==> config.mk <==
export PLATFORM = sky130hd
export DESIGN_NAME = hog_pixel_feeder_flat
export DESIGN_NICKNAME = d
export VERILOG_FILES = /design/src/rtl/hog_pkg.sv /design/src/rtl/hog_pixel_feeder_if.sv /design/src/rtl/sync_fifo_fwft.sv /design/src/rtl/hog_pixel_feeder.sv /design/src/flat_wrapper.sv
export SDC_FILE = /design/constraint.sdc
export NUM_CORES = 1
export LEC_CHECK = 0
export ABC_CLOCK_PERIOD_IN_PS = 9940
export CORE_MARGIN = 5
export CORE_UTILIZATION = 40
export DETAILED_ROUTE_END_ITERATION = 8
export HOLD_SLACK_MARGIN = 0.06
export PLACE_DENSITY = 0.63
export SLEW_MARGIN = 20
export SYNTH_ARGS = -nofsm -noshare
export SYNTH_HDL_FRONTEND = slang
export SYNTH_SLANG_ARGS = --single-unit
export TNS_END_PERCENT = 20
==> constraint.sdc <==
create_clock -name clk -period 9.94 [get_ports clk]
set_input_delay 0.994 -clock clk [delete_from_list [all_inputs] [get_ports clk]]
set_output_delay 0.994 -clock clk [all_outputs]
set_load 0.05 [all_outputs]
==> src/rtl/hog_pkg.sv <==
// rtl/hog_pkg.sv - shared pixel and frame geometry constants for the HOG/SVM pipeline
// Contents: default pixel width, packed word width and 160x120 frame geometry.
package hog_pkg;
  localparam int HOG_PIX_W     = 8;
  localparam int HOG_IN_W      = HOG_PIX_W * 4;
  localparam int HOG_FRAME_W   = 160;
  localparam int HOG_FRAME_H   = 120;
  localparam int HOG_FRAME_PIX = HOG_FRAME_W * HOG_FRAME_H;
endpackage

==> src/rtl/hog_pixel_feeder_if.sv <==
// rtl/hog_pixel_feeder_if.sv - camera pixel input and HOG word output handshake bundle
// Signals: pix_valid/pix_data/sof (camera side), request (HOG pull),
//          ready/o_data (head of the packed word FIFO).
// Modports: master = camera + HOG consumer side, slave = feeder side.
interface hog_pixel_feeder_if #(
  parameter int PIX_W = 8
) ();
  logic               pix_valid;
  logic [PIX_W-1:0]   pix_data;
  logic               sof;
  logic               request;
  logic               ready;
  logic [PIX_W*4-1:0] o_data;

  modport master (output pix_valid, output pix_data, output sof, output request,
                  input ready, input o_data);
  modport slave  (input pix_valid, input pix_data, input sof, input request,
                  output ready, output o_data);
endinterface

==> src/rtl/sync_fifo_fwft.sv <==
// rtl/sync_fifo_fwft.sv - first-word-fall-through synchronous FIFO
// Ports: clk, rst (async active-low), push/din write side, pop/dout read side,
//        empty, full, level (occupancy, PTR_W+1 bits).
// dout shows the head word combinationally and reads as zero while empty.
module sync_fifo_fwft #(
  parameter  int DW    = 32,
  parameter  int DEPTH = 16,
  localparam int PTR_W = $clog2(DEPTH)
) (
  input  logic           clk,
  input  logic           rst,
  input  logic           push,
  input  logic [DW-1:0]  din,
  input  logic           pop,
  output logic [DW-1:0]  dout,
  output logic           empty,
  output logic           full,
  output logic [PTR_W:0] level
);
  localparam logic [PTR_W:0] FULL_LVL = (PTR_W + 1)'(DEPTH);

  logic [DW-1:0]    mem_q [DEPTH];
  logic [PTR_W-1:0] wr_ptr_q, wr_ptr_d;
  logic [PTR_W-1:0] rd_ptr_q, rd_ptr_d;
  logic [PTR_W:0]   level_q, level_d;
  logic             do_push, do_pop;

  assign empty = (level_q == '0);
  assign full  = (level_q == FULL_LVL);
  assign level = level_q;
  assign dout  = empty ? '0 : mem_q[rd_ptr_q];

  // A full FIFO still takes a push when the head leaves in the same cycle.
  assign do_pop  = pop && !empty;
  assign do_push = push && (!full || do_pop);

  always_comb begin
    wr_ptr_d = wr_ptr_q + PTR_W'(do_push);
    rd_ptr_d = rd_ptr_q + PTR_W'(do_pop);
    level_d  = level_q;
    case ({do_push, do_pop})
      2'b10:   level_d = level_q + 1'b1;
      2'b01:   level_d = level_q - 1'b1;
      default: level_d = level_q;
    endcase
  end

  always_ff @(posedge clk or negedge rst) begin
    if (!rst) begin
      wr_ptr_q <= '0;
      rd_ptr_q <= '0;
      level_q  <= '0;
    end else begin
      wr_ptr_q <= wr_ptr_d;
      rd_ptr_q <= rd_ptr_d;
      level_q  <= level_d;
    end
  end

  // Storage needs no reset: level gates visibility of every entry.
  always_ff @(posedge clk) begin
    if (do_push) mem_q[wr_ptr_q] <= din;
  end
endmodule

==> src/rtl/hog_pixel_feeder.sv <==
// rtl/hog_pixel_feeder.sv - packs 4 camera pixels per word into a FWFT FIFO for the HOG block
// Ports: clk, rst (async active-low), bus (slave: pixel in, request/ready/o_data out),
//        frame_end (1-cycle pulse after the last word of a frame is pushed),
//        overflow (sticky drop), sof_err (sticky bad sof), level (FIFO occupancy).
module hog_pixel_feeder
  import hog_pkg::*;
#(
  parameter  int PIX_W       = HOG_PIX_W,
  parameter  int DEPTH       = 16,
  parameter  int FRAME_PIX   = HOG_FRAME_PIX,
  localparam int OUT_W       = PIX_W * 4,
  localparam int PTR_W       = $clog2(DEPTH),
  localparam int FRAME_WORDS = FRAME_PIX / 4,
  localparam int CNT_W       = $clog2(FRAME_WORDS + 1)
) (
  input  logic                  clk,
  input  logic                  rst,
  hog_pixel_feeder_if.slave     bus,
  output logic                  frame_end,
  output logic                  overflow,
  output logic                  sof_err,
  output logic [PTR_W:0]        level
);
  localparam logic [CNT_W-1:0] FRAME_LAST = CNT_W'(FRAME_WORDS - 1);

  logic [1:0]            lane_q, lane_d, eff_lane;
  logic [2:0][PIX_W-1:0] lanes_q, lanes_d;
  logic [CNT_W-1:0]      frame_cnt_q, frame_cnt_d, cnt_base;
  logic                  frame_end_q, frame_end_d;
  logic                  overflow_q, overflow_d;
  logic                  sof_err_q, sof_err_d;
  logic                  push, pop, fifo_empty, fifo_full;
  logic [OUT_W-1:0]      push_word;

  assign pop       = bus.request && !fifo_empty;
  assign bus.ready = !fifo_empty;
  assign frame_end = frame_end_q;
  assign overflow  = overflow_q;
  assign sof_err   = sof_err_q;

  always_comb begin
    lane_d      = lane_q;
    lanes_d     = lanes_q;
    frame_cnt_d = frame_cnt_q;
    frame_end_d = 1'b0;
    overflow_d  = overflow_q;
    sof_err_d   = sof_err_q;
    eff_lane    = lane_q;
    cnt_base    = frame_cnt_q;
    push        = 1'b0;
    push_word   = {bus.pix_data, lanes_q};

    if (bus.pix_valid) begin
      // sof restarts packing at lane 0; leftover lanes or an unfinished frame are an error.
      if (bus.sof) begin
        if ((lane_q != 2'd0) || (frame_cnt_q != '0)) sof_err_d = 1'b1;
        eff_lane = 2'd0;
        cnt_base = '0;
      end
      case (eff_lane)
        2'd0:    lanes_d[0] = bus.pix_data;
        2'd1:    lanes_d[1] = bus.pix_data;
        2'd2:    lanes_d[2] = bus.pix_data;
        default: push = 1'b1;
      endcase
      if (push) begin
        lane_d = 2'd0;
        // Dropped words still count toward the frame so frame_end stays aligned.
        if (cnt_base == FRAME_LAST) begin
          frame_cnt_d = '0;
          frame_end_d = 1'b1;
        end else begin
          frame_cnt_d = cnt_base + 1'b1;
        end
      end else begin
        lane_d      = eff_lane + 2'd1;
        frame_cnt_d = cnt_base;
      end
    end

    if (push && fifo_full && !pop) overflow_d = 1'b1;
  end

  always_ff @(posedge clk or negedge rst) begin
    if (!rst) begin
      lane_q      <= '0;
      lanes_q     <= '0;
      frame_cnt_q <= '0;
      frame_end_q <= 1'b0;
      overflow_q  <= 1'b0;
      sof_err_q   <= 1'b0;
    end else begin
      lane_q      <= lane_d;
      lanes_q     <= lanes_d;
      frame_cnt_q <= frame_cnt_d;
      frame_end_q <= frame_end_d;
      overflow_q  <= overflow_d;
      sof_err_q   <= sof_err_d;
    end
  end

  sync_fifo_fwft #(
    .DW    (OUT_W),
    .DEPTH (DEPTH)
  ) u_fifo (
    .clk   (clk),
    .rst   (rst),
    .push  (push),
    .din   (push_word),
    .pop   (pop),
    .dout  (bus.o_data),
    .empty (fifo_empty),
    .full  (fifo_full),
    .level (level)
  );
endmodule

==> src/flat_wrapper.sv <==
// flat-port wrapper written by rule: the top's interface ports become plain ports
module hog_pixel_feeder_flat import hog_pkg::*;
#(
  parameter  int PIX_W       = HOG_PIX_W,
  parameter  int DEPTH       = 16,
  parameter  int FRAME_PIX   = HOG_FRAME_PIX,
  localparam int OUT_W       = PIX_W * 4,
  localparam int PTR_W       = $clog2(DEPTH),
  localparam int FRAME_WORDS = FRAME_PIX / 4,
  localparam int CNT_W       = $clog2(FRAME_WORDS + 1)
)
  (clk, rst, frame_end, overflow, sof_err, level, bus_pix_valid, bus_pix_data, bus_sof, bus_request, bus_ready, bus_o_data);
  hog_pixel_feeder_if #(.PIX_W(PIX_W)) bus_i ();
  input  logic clk;
  input  logic rst;
  output logic frame_end;
  output logic overflow;
  output logic sof_err;
  output logic [PTR_W:0] level;
  input wire logic [$bits(bus_i.pix_valid)-1:0] bus_pix_valid;
  input wire logic [$bits(bus_i.pix_data)-1:0] bus_pix_data;
  input wire logic [$bits(bus_i.sof)-1:0] bus_sof;
  input wire logic [$bits(bus_i.request)-1:0] bus_request;
  output wire logic [$bits(bus_i.ready)-1:0] bus_ready;
  output wire logic [$bits(bus_i.o_data)-1:0] bus_o_data;
  assign bus_i.pix_valid = bus_pix_valid;
  assign bus_i.pix_data = bus_pix_data;
  assign bus_i.sof = bus_sof;
  assign bus_i.request = bus_request;
  assign bus_ready = bus_i.ready;
  assign bus_o_data = bus_i.o_data;
  hog_pixel_feeder #(.PIX_W(PIX_W), .DEPTH(DEPTH), .FRAME_PIX(FRAME_PIX)) u_core (.clk(clk), .rst(rst), .bus(bus_i), .frame_end(frame_end), .overflow(overflow), .sof_err(sof_err), .level(level));
endmodule
* Word-level counts from Yosys, hierarchy flattened *
Memories as Yosys holds them, arrays and structs flattened.
Index checks and enable logic that the tools add are counted.

operators by class
  eq/ne operators = 6
  reduce and logical (&&, ||, !) cells = 20
  muxes and demuxes = 17
  add/subtract/negate cells = 6

operator list
  kind                                                 number
  2-to-1 mux 13 bit                                    4
  2-to-1 mux 32 bit                                    1
  adder 13 x 1 -> 13 bit, second input constant        1
  equality test 13 bit, second input constant          1
  nonzero test 13 bit                                  1
  case mux 5 bit (2 select lines)                      1
  adder 4 x 1 -> 4 bit                                 2
  2-to-1 mux 1 bit                                     8
  2-to-1 mux 2 bit                                     3
  AND reduction 2 bit                                  3
  adder 5 x 1 -> 5 bit, second input constant          1
  equality test 5 bit, second input constant           1
  logical AND 1 bit                                    5
  zero test 5 bit                                      1
  subtractor 5 x 1 -> 5 bit, second input constant     1
  equality test 2 x 1 -> 1 bit, second input constant  2
  equality test 2 bit, second input constant           2
  nonzero test 2 bit                                   2
  zero test 1 bit                                      3
  AND reduction 3 bit                                  1
  OR reduction 3 bit                                   1
  adder 2 x 1 -> 2 bit, second input constant          1
  zero test 2 bit                                      1
  logical OR 1 bit                                     2

word-level totals
  memories = 1
  logic and storage cells = 61
  RAM bits = 512
  register bits = 55

memory list
  name                 words  bits a word  read ports  clocked after Yosys merged registers in  wr ports  RTL line              RTL
  u_core.u_fifo.mem_q  16     32           1           0                                        1         sync_fifo_fwft.sv:22  logic [DW-1:0] mem_q [DEPTH];

* Longest topological paths before layout *
  depth after elaboration = 10
  gate-level depth with buffers = 11
  mapped depth without buffers = 10

* Hierarchy *
A second synthesis with hierarchy kept.

second synthesis, totals
  cell total of the unflattened synthesis = 1,046
  area total of the unflattened synthesis = 22,163.8 um^2

by module, submodules not included
  module            cells an instance  area an instance (um^2)  times used
  sync_fifo_fwft    868                20,120.5                 1
  hog_pixel_feeder  178                2,043.2                  1

* Worst setup path before layout *
Ideal clock, no wire load.

  kind = input-to-reg
  from = in bus_sof
  to = mem u_core.u_fifo.mem_q[0][0] (enable)
  arrival = 4.750 ns
  stages = 7
  required time = 9.479 ns
  path slack = 4.729 ns
  path buffers = 1
  path through = clkbuf_1 nor2b_1 ha_1 nand2_1 a21oi_1 or3b_2 nor3_1

between the ends
  word-level cells in the longest chain between the ends = 10

ends and longest elaborated chain
  item                                                  RTL line                RTL
  from (decl)                                           flat_wrapper.sv:22      input wire logic [$bits(bus_i.sof)-1:0] bus_sof;
  2-to-1 mux 2 bit (*)                                  hog_pixel_feeder.sv:55  if (bus.sof) begin
  2-to-1 mux 2 bit (*)                                  hog_pixel_feeder.sv:53  if (bus.pix_valid) begin
  equality test 2 x 1 -> 1 bit (tied with other cells)  hog_pixel_feeder.sv:60  case (eff_lane)
  OR reduction 3 bit (no source line) (*)               -
  2-to-1 mux 1 bit (*)                                  hog_pixel_feeder.sv:60
  2-to-1 mux 1 bit (*) (2 in a row)                     hog_pixel_feeder.sv:53
  logical AND 1 bit (*)                                 sync_fifo_fwft.sv:35    assign do_push = push && (!full || do_pop);
  2-to-1 mux 1 bit (*)                                  sync_fifo_fwft.sv:62    if (do_push) mem_q[wr_ptr_q] <= din;
  2-to-1 mux 1 bit (not written as such) (*)            sync_fifo_fwft.sv:62
  to (decl)                                             sync_fifo_fwft.sv:22

Every way passes the cells marked *; elsewhere a longest branch is shown, timed or not. The select of a mux whose other input is x is not followed.

* Worst setup path in the final report *
  from = reg u_core.u_fifo.rd_ptr_q[1]
  to = out bus_o_data[2]

between the ends
  word-level cells in the longest chain between the ends = 2

ends and longest elaborated chain
  item                    RTL line              RTL
  from (decl)             sync_fifo_fwft.sv:24  logic [PTR_W-1:0] rd_ptr_q, rd_ptr_d;
  from (signal assigned)  sync_fifo_fwft.sv:55  rd_ptr_q <= rd_ptr_d;
  memory (16 x 32 bit)    -
  2-to-1 mux 32 bit       sync_fifo_fwft.sv:31  assign dout = empty ? '0 : mem_q[rd_ptr_q];
  to (decl)               flat_wrapper.sv:25    output wire logic [$bits(bus_i.o_data)-1:0] bus_o_data;

No other way between the ends.

==> results.md <==
* Worst Path Buf+Inv at 3
* DP Worst Slack at around 4.5 ns
* Die ar. at approximately 60,000 um2
* Post-CTS Setup Inserts at 0
* FF-to-FF End: u_core.u_fifo.mem_q[3][4]
* Reg2Reg Launch Point: u_core.lane_q[0]
* CP startpoint kind: register
* Via-per-instance ratio at around 5.6
* Most used cell, CP: buf_4
* Initial Util at 40.3%
* Core Box Area at approximately 55,000 um2
* First-pass GRT wire length at roughly 70,000 um
* Cells after synthesis at around 1,000
* Measured slew at the worst slew-check pin at roughly 1.1 ns
* Area share of the largest cell type after synthesis at approximately 70%
* Synth warn at 0
* CP top delay family: buffers and inverters
* Post-synthesis cell area at roughly 22,000 um2
* Leak at between 8 and 9 nW
* Antenna cell count at 0
* Final wirelength at 46,100 um
* Die width at ~250 um
* Total Power at ~7.4 mW
* Hold-fix buffers, CTS at 0
* Layout fillers at roughly 4,500
* Die height at approximately 250 um
* Worst-case clock buffer depth at 3
* Number of synthesized flops with an enable pin at a little over 500
* Finish-stage setup viols at 0
* Crit-path max FO at approximately 50
* Logic pwr share at 29.9%
* Max-slew violations at 0
* Avg WL per Cell at approximately 25 um
* RSZ-0062 raised after global routing: no
* I/O Buffers at 53
* Crit. Startpoint: u_core.u_fifo.rd_ptr_q[1]
* Most common cell in the netlist: edfxtp_1
* Worst slew margin at about 26%
* Leading post-synthesis cells by cell area: edfxtp_1, mux4_2, dfrtp_1
* Internal power at a little under 5 mW
* Initial antenna violation count at 0
* Unique masters post-synth at 61
* Post-synth top area cell: edfxtp_1
* Post-DP HPWL at 26,800 um
* Clk root buf: clkbuf_16
* Crit path kind: register to output pin
* Highest Clock Rate at 178 MHz
* Psw at between 2 and 2.5 mW
* Final std cells w/o fill at around 1,900
* DRC Markers at 0
* Nets at 1,144
* Area Overhead vs Synth at 15.5%
* Pin count of the biggest net entering global routing at 94
* GP Congestion at around 0.75
* Dpl cells at between 1,500 and 2,000
* CP Cell Sequence: buf_4, buf_4, mux4_2, mux2i_1, o22ai_1, clkdlybuf4s50_1
* Skew-Pair Late Insertion Delay at around 0.6 ns
* CP max-delay cell: dfrtp_4
* Min setup slack post-route at between 4 and 5 ns
* Clk_skew at roughly 0.028 ns
* Period utilization at 56.5%
* DR iter-0 viols at 931
* Switching Fraction at 33.2%
* Footprint of the multi-input gates at approximately 5200 um2
* Setup_tns at 0 ns
* Req. time, crit path at 8.95 ns
* Clk sink count at around 570
* Syn nets at between 1,000 and 1,500
* Reg2reg setup slack at approximately 6.0 ns
* Fin. Hold Viols at 0
* Post-synthesis sequential area ratio at approximately 76%
* Pwr dens at just under 300 nW/um2
* Slowest Stage Delay on Critical Path at 0.81 ns
* GRT Resource Usage Total at roughly 15%
* FFs w/ async S/R, synth at about 9.7%
* WP depth at 6
* CP endpoint: bus_o_data[2]
* Core Rows at between 80 and 90
* Share of cells above drive strength 1 at approximately a quarter
* Crit path time final at 5.61 ns
* Worst hold path type: register to register
* Worst reg-to-reg path cell count at 7
* Fin Hold WS at 0.479 ns
* I/O pin count at 54
* Status: complete, no violations
* Gr ovfl total at 0
* Critical path arrival at around 4.6 ns
* CTS tree: yes
* Synth Register Bits at 567
* IR drop worst, VDD at ~0.21 mV
* H-tree depth at 2
* Vias in the first global route at between 10,000 and 15,000
* DR pass1 iterations at 5
* Max-Cap Viols at 0
* Post-cts resize count at 0
* Critical Path Sink Type: output pin
* Ys flop type: edfxtp_1
* Sequential Power Share at 43.3%
* Storage cell area at roughly 17,000 um2
* Reg clk slew, reported paths at 0.06 ns
* Avg Inst Size Synth at around 21 um2
* Synth cell count leaders: edfxtp_1, mux4_2, mux2i_1
* Via count at between 10,000 and 15,000
* Total CTS buffers at 56
* Routed Antenna Nets at 0
* Part of the power in the clock network at 26.9%
-- how the worst min path moves through the flow --
stage	to	depth (start not counted)	slack, ns	startpoint
floorplan	u_core.u_fifo.rd_ptr_q[3]	1	0.46	u_core.u_fifo.rd_ptr_q[3]
detailed placement	u_core.sof_err	1	0.46	u_core.sof_err
finish	u_core.sof_err	1	0.48	u_core.sof_err
CTS	u_core.sof_err	1	0.48	u_core.sof_err
global route	u_core.sof_err	1	0.49	u_core.sof_err
global placement	u_core.sof_err	1	0.46	u_core.sof_err
-- power by group through the flow --
stage                     clock (mW)  sequential, mW  combinational, mW
after CTS                       2.03            3.18               2.23
after detailed placement           0            3.23               2.23
after global routing            2.12            3.22               2.33
final                           1.98            3.18               2.20
after floorplan                    0            3.05               1.66
after global placement             0            3.22               2.22
-- layer usage --
| metal | GRT usage, % | wire length [um] | vias to the layer above |
|---|---|---|---|
| met5 | 0 | 0 | - |
| met3 | 2.93 | 2690 | 71 |
| met1 | 22.9 | 20700 | 5578 |
| li1 | - | - | 4517 |
| met4 | 3.83 | 923 | 0 |
| met2 | 23.8 | 21800 | 304 |
-- layout make-up --
class | count | area share [%]
Tap cell | 704 | 3.45
Clock buffer | 76 | 5.87
Inverter | 6 | 0.0882
Sequential cell | 567 | 65.6
Clock inverter | 25 | 0.779
Timing Repair Buffer | 78 | 3.72
Multi-Input combinational cell | 411 | 20.4
-- state kept, by name, indices dropped and copies added, names as in the netlist --
| signal | flops |
|---|---|
| u_core.u_fifo.mem_q | 512 |
| u_core.lanes_q | 24 |
| u_core.frame_cnt_q | 13 |
| u_core.u_fifo.level | 5 |
| u_core.u_fifo.rd_ptr_q | 4 |
| u_core.u_fifo.wr_ptr_q | 4 |
| u_core.lane_q | 2 |
| u_core.frame_end | 1 |
| u_core.overflow | 1 |
| u_core.sof_err | 1 |
-- cells by family (layout without fill, tap and decap cells) --
family          after synthesis  in the layout  share of synthesized area (%)
compound gates               77             77                           2.50
xor+xnor                      7              7                          0.277
fa+ha+maj                    11             11                          0.622
buf+inv                      60            185                           1.15
flops                       567            567                           75.8
mux                         218            218                           17.3
simple gates                 98             98                           2.43
-- worst reg2reg max path, stage by stage (launching register included) --
cell,delay (ns)
dfrtp_1,0.37
nor2b_1,0.28
ha_1,0.50
nand2_1,0.25
a21oi_1,0.48
nand3_1,0.39
nor3_2,0.83
buf_4,0.47
-- metrics by stage --
step	utilization (%)	instance area [um2]
after floorplan	-	22100
after global placement	42.9	23500
after detailed placement	43.4	23800
after CTS	46.5	25500
after global routing	46.5	25500
final	46.5	25500
-- cells in the final DEF (no fill, tap or decap), drive strengths merged, types with 4 or more instances in the layout --
cell type	count
nor4	5
mux2	26
nand2b	6
nand2	17
mux4	128
buf	26
clkinv	19
inv	8
xor2	4
ha	11
nor2	18
nand3	13
edfxtp	512
mux2i	64
o22a	4
o22ai	33
a21oi	8
dfrtp	55
nor3	9
clkbuf	76
nand4	6
nor2b	5
o21ai	5
clkdlybuf4s50	52
Power figures use the tool's default switching activity.
